===== src/rtl/i2c_slave_regs.sv =====
`default_nettype none
// ============================================================================
// Module   : i2c_slave_regs
// Summary  : Oversampled I2C target with a 2**ADDR_W byte register file.
// Revision : 1.0 - initial release
// ============================================================================
module i2c_slave_regs #(
  parameter logic [6:0] SLAVE_ADDR = 7'h3A,
  parameter int         ADDR_W     = 4
) (
  input  logic              clk,
  input  logic              resetn,
  input  logic              scl_i,
  input  logic              sda_i,
  output logic              sda_o,
  output logic              busy,
  output logic              wr_strobe,
  output logic [ADDR_W-1:0] wr_addr,
  output logic [7:0]        wr_data,
  input  logic [ADDR_W-1:0] loc_raddr,
  output logic [7:0]        loc_rdata
);

  localparam int                c_NREGS   = 2**ADDR_W;
  localparam logic [ADDR_W-1:0] c_PTR_ONE = {{(ADDR_W-1){1'b0}}, 1'b1};

  typedef enum logic [3:0] {
    S_IDLE      = 4'd0,
    S_ADDR      = 4'd1,
    S_ADDR_ACK  = 4'd2,
    S_REG       = 4'd3,
    S_REG_ACK   = 4'd4,
    S_WDATA     = 4'd5,
    S_WDATA_ACK = 4'd6,
    S_RDATA     = 4'd7,
    S_RDATA_ACK = 4'd8,
    S_IGNORE    = 4'd9
  } state_t;

  logic r_scl_s1, r_scl_s2, r_scl_d;
  logic r_sda_s1, r_sda_s2, r_sda_d;

  state_t            r_state;
  logic [3:0]        r_bitcnt;
  logic [7:0]        r_shift;
  logic [6:0]        r_tx;
  logic [ADDR_W-1:0] r_ptr;
  logic [7:0]        r_regs [c_NREGS];
  logic              r_sda_o;
  logic              r_busy;
  logic              r_wr_strobe;
  logic [ADDR_W-1:0] r_wr_addr;
  logic [7:0]        r_wr_data;

  logic       w_scl_rise, w_scl_fall, w_start, w_stop;
  logic       w_rx_state, w_byte_done, w_addr_match;
  logic [7:0] w_rd_byte;

  // Idle bus is high, so the synchronizers reset high to avoid a false edge.
  always_ff @(posedge clk) begin
    if (!resetn) begin
      r_scl_s1 <= 1'b1;
      r_scl_s2 <= 1'b1;
      r_scl_d  <= 1'b1;
      r_sda_s1 <= 1'b1;
      r_sda_s2 <= 1'b1;
      r_sda_d  <= 1'b1;
    end else begin
      r_scl_s1 <= scl_i;
      r_scl_s2 <= r_scl_s1;
      r_scl_d  <= r_scl_s2;
      r_sda_s1 <= sda_i;
      r_sda_s2 <= r_sda_s1;
      r_sda_d  <= r_sda_s2;
    end
  end

  assign w_scl_rise   = r_scl_s2 & ~r_scl_d;
  assign w_scl_fall   = ~r_scl_s2 & r_scl_d;
  assign w_start      = r_scl_s2 & r_scl_d & r_sda_d & ~r_sda_s2;
  assign w_stop       = r_scl_s2 & r_scl_d & ~r_sda_d & r_sda_s2;

  assign w_rx_state   = (r_state == S_ADDR) || (r_state == S_REG) || (r_state == S_WDATA);
  assign w_byte_done  = (r_bitcnt == 4'd8);
  assign w_addr_match = (r_shift[7:1] == SLAVE_ADDR);
  assign w_rd_byte    = r_regs[r_ptr];

  always_ff @(posedge clk) begin
    if (!resetn) begin
      r_state     <= S_IDLE;
      r_bitcnt    <= 4'd0;
      r_shift     <= 8'h00;
      r_tx        <= 7'h00;
      r_ptr       <= '0;
      r_sda_o     <= 1'b1;
      r_busy      <= 1'b0;
      r_wr_strobe <= 1'b0;
      r_wr_addr   <= '0;
      r_wr_data   <= 8'h00;
      for (int i = 0; i < c_NREGS; i++) begin
        r_regs[i] <= 8'h00;
      end
    end else begin
      r_wr_strobe <= 1'b0;
      if (w_start) begin
        r_state  <= S_ADDR;
        r_bitcnt <= 4'd0;
        r_sda_o  <= 1'b1;
      end else if (w_stop) begin
        r_state  <= S_IDLE;
        r_bitcnt <= 4'd0;
        r_sda_o  <= 1'b1;
        r_busy   <= 1'b0;
      end else if (w_scl_rise) begin
        if (w_rx_state && !w_byte_done) begin
          r_shift  <= {r_shift[6:0], r_sda_s2};
          r_bitcnt <= r_bitcnt + 4'd1;
        end else if (r_state == S_RDATA_ACK) begin
          if (r_sda_s2) begin
            r_state <= S_IGNORE;
            r_busy  <= 1'b0;
          end else begin
            // Remember the master ACK; the next byte is loaded on the coming fall.
            r_bitcnt <= 4'd8;
          end
        end
      end else if (w_scl_fall) begin
        case (r_state)
          S_ADDR: begin
            if (w_byte_done) begin
              r_bitcnt <= 4'd0;
              if (w_addr_match) begin
                r_sda_o <= 1'b0;
                r_busy  <= 1'b1;
                r_state <= S_ADDR_ACK;
              end else begin
                r_busy  <= 1'b0;
                r_state <= S_IGNORE;
              end
            end
          end
          S_ADDR_ACK: begin
            if (r_shift[0]) begin
              r_tx     <= w_rd_byte[6:0];
              r_sda_o  <= w_rd_byte[7];
              r_ptr    <= r_ptr + c_PTR_ONE;
              r_bitcnt <= 4'd0;
              r_state  <= S_RDATA;
            end else begin
              r_sda_o  <= 1'b1;
              r_state  <= S_REG;
            end
          end
          S_REG: begin
            if (w_byte_done) begin
              r_bitcnt <= 4'd0;
              r_sda_o  <= 1'b0;
              r_ptr    <= r_shift[ADDR_W-1:0];
              r_state  <= S_REG_ACK;
            end
          end
          S_WDATA: begin
            if (w_byte_done) begin
              r_bitcnt       <= 4'd0;
              r_sda_o        <= 1'b0;
              r_regs[r_ptr]  <= r_shift;
              r_wr_strobe    <= 1'b1;
              r_wr_addr      <= r_ptr;
              r_wr_data      <= r_shift;
              r_ptr          <= r_ptr + c_PTR_ONE;
              r_state        <= S_WDATA_ACK;
            end
          end
          S_REG_ACK, S_WDATA_ACK: begin
            r_sda_o <= 1'b1;
            r_state <= S_WDATA;
          end
          S_RDATA: begin
            if (r_bitcnt == 4'd7) begin
              r_sda_o  <= 1'b1;
              r_bitcnt <= 4'd0;
              r_state  <= S_RDATA_ACK;
            end else begin
              r_sda_o  <= r_tx[6];
              r_tx     <= {r_tx[5:0], 1'b0};
              r_bitcnt <= r_bitcnt + 4'd1;
            end
          end
          S_RDATA_ACK: begin
            if (w_byte_done) begin
              r_tx     <= w_rd_byte[6:0];
              r_sda_o  <= w_rd_byte[7];
              r_ptr    <= r_ptr + c_PTR_ONE;
              r_bitcnt <= 4'd0;
              r_state  <= S_RDATA;
            end
          end
          default: ;
        endcase
      end
    end
  end

  assign sda_o     = r_sda_o;
  assign busy      = r_busy;
  assign wr_strobe = r_wr_strobe;
  assign wr_addr   = r_wr_addr;
  assign wr_data   = r_wr_data;
  assign loc_rdata = r_regs[loc_raddr];

endmodule
`default_nettype wire

===== config.mk =====
export PLATFORM = sky130hd
export DESIGN_NAME = i2c_slave_regs
export DESIGN_NICKNAME = d
export VERILOG_FILES = /design/src/rtl/i2c_slave_regs.sv
export SDC_FILE = /design/constraint.sdc
export NUM_CORES = 1
export LEC_CHECK = 0
export CAP_MARGIN = 20
export CORE_AREA = 4 4 109 214
export CTS_BUF_LIST = sky130_fd_sc_hd__clkbuf_4
export DETAILED_ROUTE_END_ITERATION = 8
export DIE_AREA = 0 0 113 218
export PLACE_DENSITY = 0.6
export RECOVER_POWER = 25
export REMOVE_ABC_BUFFERS = 1
export SLEW_MARGIN = 20
export SYNTH_ARGS = -nofsm -noshare
export SYNTH_HDL_FRONTEND = slang
export SYNTH_SLANG_ARGS = --single-unit

===== constraint.sdc =====
create_clock -name clk -period 2.4 [get_ports clk]
set_input_delay 0.48 -clock clk [delete_from_list [all_inputs] [get_ports clk]]
set_output_delay 0.48 -clock clk [all_outputs]
set_load 0.02 [all_outputs]

Word level (Yosys, flattened, before mapping)
Memories as Yosys holds them, arrays and structs flattened. A register that Yosys moved wholly into a read port is not among the register bits.
Index checks and enable logic that the tools add are counted.
Widths: inputs -> output; s select.

cells by class
  $add $sub $neg = 2
  equality and inequality tests = 42
  muxes and demuxes = 62
  bitwise logic cells = 15
  reduce and logical (&&, ||, !) cells = 30

operators with widths
  operator             count
  $mux 4               25
  $pmux 4 s7           1
  $mux 1               27
  $ne 5x5->1 const B   5
  $pmux 4 s3           2
  $mux 7               3
  $ne 3x3->1 const B   7
  $pmux 7 s3           1
  $eq 4x3->1 const B   5
  $reduce_and 10->1    2
  $ne 2x2->1 const B   8
  $reduce_and 8->1     2
  $reduce_bool 3->1    5
  $reduce_and 7->1     2
  $reduce_and 6->1     2
  $ne 3x1->1 const B   3
  $reduce_bool 9->1    1
  $add 4x1->4 const B  2
  $eq 4x2->1 const B   2
  $eq 4x4->1 const B   2
  $mux 8               1
  $not 1->1            8
  $reduce_bool 4->1    2
  $reduce_or 8->1      1
  20 further kinds     32

storage, ports and cells
  bits in registers = 48
  bits in writable memories = 128
  output and inout bits = 23
  word-level logic and storage cells = 169
  memories = 1

memory list
  memory  words  width  read ports  clocked after memory_dff  write ports  line  RTL
  r_regs  16     8      2           1                         16           48    logic [7:0] r_regs [c_NREGS];

Logic depth before layout (Yosys ltp)
  depth in word-level cells = 11
  gate-level depth with buffers = 9

Worst setup path after synthesis
No wires, ideal clock.

  path type = input to output
  start = input loc_raddr[0]
  end = output loc_rdata[1]
  arrival time = 2.063 ns
  slack = -0.143 ns
  cell stages on the path = 4
  cells stage by stage = clkbuf_1 > buf_2 > mux4_2 > mux4_2

on the way
  cells in the longest elaborated chain, start to end = 1

ends and longest elaborated chain
  what             line  RTL
  start, declared  20    input logic [ADDR_W-1:0] loc_raddr,
  $mem_v2 16x8     n/a
  end, declared    21    output logic [7:0] loc_rdata

Every way passes these cells.

==> flow_summary.toml <==
[status]
status = "finished, violations left"
violations = "setup timing"

[die]
initial_core_util_pct = 44.5
core_mm2 = 0.0216
fp-row-count = 76
die_area_mm2 = 0.0246
pin_count = 31
fp.dieW_um = 113
fp.dieH_um = 218

[yosys]
syn_area_mm2 = 0.00960
netlist_instances = 780
synthArstFlopShare_pct = 0
yosys.area_share.simple_pct = 16.9
synth_top_area_share_pct = 40.0
ys_types = 67
ys_ff_latch = 180
yosys.area.top_type = "edfxtp_1"
synth-main-ff-cell = "edfxtp_1"
yosysSeqAreaShare_pct = 50.9
synth_xor_area_share_pct = 0.365
synth_fa_ha_area_share_pct = 1.17
synth_edf_count = 128
synth_mux_area_share_pct = 18.8
synth_compound_area_share_pct = 8.78
synthTopCellsByArea = "edfxtp_1 (40%), mux4_2 (15%), dfxtp_1 (11%), and2_1 (8.5%), mux2i_1 (3.4%)"
synth_top_family_by_area = "multiplexers"
syn_area_per_cell_um2 = 12.3
yosysWarningCount = 0

[worst_setup_path]
worstPathArrival_ns = 2.27
endpoint_kind = "output pin"
cp.required_ns = 1.92
rr_worst_depth = 9
critical_path_class = "reg2out"
crit_fanout = 2
cp-start-kind = "flop"
r2r-start = "r_scl_d"
regToRegSetupSlack_ns = -0.06
r2r_end = "r_regs[14][6]"

[sta]
relSlewSlack_pct = 60.6
setup_viol = 58
skew_ns = 0.0272
fin_crit_ns = 2.75
fin_ws_ns = -0.345
finalCritPeriodShare_pct = 114
hold-worst-slack_ns = 0.426
tightest_slew_ns = 0.589
drv_slew = 0
rsz0062_at_grt = "true"
max_freq_mhz = 364
hold_violations = 0

[global_route]
grt_first_pass_wirelength_um = 45400
antenna_found_initial = 1
grt_pass1_vias = 7346
grtUsageTotal_pct = 25.6
grt.overflow.total = 0
grt_max_degree = 35

[cts]
insertion_delay_ns = 0.60
clock_path_buffers = 2
cts_sinks = 180
root_buffer = "clkbuf_4"
cts_tree = "yes"
cts_buffers = 17
clk_pin_slew_worst_paths_ns = 0.16
htree_levels = 4
cts_hold_buffers = 0

[routing]
highest_layer = "met4"
drt-met1-wl_um = 9290
vias = 6964
wl_met3_um = 1220
route.met2.wl_um = 17400
first_pass_iters = 5
drt-total-wl_um = 30800
drtAntennaViolNets = 0
vias_per_cell = 6.08
wl_per_cell_um = 26.8
drt-initial-drc-count = 440
drc = 0

[hold_path]
min_to = "r_scl_s1"
hold_path_class = "in2reg"
hp-start = "scl_i"
hold_depth = 2

[power_and_ir_drop]
power_leakage_nw = 3.92
ir_worst_vdd_mv = 0.392
cellPowerDensity_mw_per_mm2 = 520

[finish]
drive_above_1_share_pct = 24.2
syn_to_final_growth_pct = 15.7
final_area_mm2 = 0.0111
nets = 876

[placed_design]
io_buffers = 30
gp_congestion = 1.02
place_area_mm2 = 0.0108
dp_hpwl_um = 24100

[flow_run]
cap_violations = 0
## state kept, by name, summed over array words and instances (netlist names), 4 cells and up, named ones only
| signal | count |
|---|---|
| r_tx | 7 |
| r_state | 4 |
| r_regs | 128 |
| r_shift | 8 |
| wr_addr | 4 |
| r_bitcnt | 4 |
| r_ptr | 4 |
| wr_data | 8 |
## critical path, cell delays in order, from the launching register on
cell	delay [ns]
edfxtp_1	0.53
mux4_2	0.51
mux4_2	0.49
buf_6	0.15
## per-stage QoR
step	setup TNS [ns]	utilization, %	worst slack (ns)	instances	power (W)
floorplan	-49.04	-	-0.909	720	0.00378
global placement	-5.04	49.8	-0.645	1111	0.00409
detailed placement	-6.73	49.8	-0.668	1111	0.00410
CTS	-3.03	51.4	-0.395	1145	0.00582
global route	-28.89	51.4	-0.423	1146	0.00599
finish	-4.28	51.4	-0.345	1146	0.00577
## cell type report
class | count | area, um^2
multi-input combinational | 528 | 4460
sequential | 180 | 4890
tap | 273 | 342
clock inverter | 14 | 158
inverter | 12 | 45.0
clock buffer | 18 | 135
antenna | 1 | 2.50
fill | 1905 | 10500
timing repair buffer | 120 | 1070
## cell families (layout without fill, tap and decap cells)
kind of cell | after synthesis | after routing
flops | 180 | 180
buf+inv | 72 | 164
simple gates | 294 | 294
other cells | 0 | 1
xor+xnor | 4 | 4
mux | 99 | 99
fa+ha+maj | 9 | 9
compound gates | 122 | 122
## worst max path at each step
stage	startpoint	end	slack, ns	depth (start not counted)
final	r_regs[12][1]	loc_rdata[1]	-0.35	3
after global routing	r_regs[12][5]	loc_rdata[5]	-0.42	3
after CTS	r_regs[3][2]	loc_rdata[2]	-0.39	3
after detailed placement	loc_raddr[1]	loc_rdata[0]	-0.67	5
after global placement	loc_raddr[1]	loc_rdata[7]	-0.65	5
after floorplan	flop	sda_o	-0.91	5
## power breakdown
part | internal [W] | switching, W
logic | 0.000262 | 0.000237
registers | 0.00342 | 0.000121
clock network | 0.000580 | 0.00115
total | 0.00427 | 0.00151
## per-layer routing
layer	vias to the layer above	GRT usage [%]
met5	-	0
met4	0	19.7
met3	139	3.64
met2	298	49.6
met1	3445	22.9
li1	3082	-
## cells in the mapped netlist (all sizes together) (3+ instances only)
cell type / count
a221o: 4
a21oi: 34
a22oi: 4
nor3b: 3
a211oi: 3
and3: 4
xor2: 3
nand3: 9
mux2i: 33
nand2b: 11
clkbuf: 41
nor2b: 7
nand3b: 5
buf: 19
o211ai: 3
nor2: 43
a221oi: 10
edfxtp: 128
nor3: 6
o21ai: 29
a311oi: 5
ha: 9
dfxtp: 52
inv: 11
and2: 132
o31ai: 6
mux4: 65
nand2: 57
## timing repair
action,4_1_cts,5_1_grt
buffers inserted,2,0
resized for setup,54,14
endpoints found under the hold margin,0,0
endpoints found under the setup margin,99,201
## layout by cell type, fill, tap and decap left out, drive strengths merged, types with 7 or more instances in the layout
cell and n:
a221oi 10, nand3 9, and2 132, nand2 57
o21ai 29, nor2 43, dfxtp 52, mux4 65
dlygate4sd3 16, nor2b 7, buf 92, a21oi 34
clkbuf 25, edfxtp 128, mux2i 33, ha 9
nand2b 11, inv 19
Power figures use the tool's default switching activity.
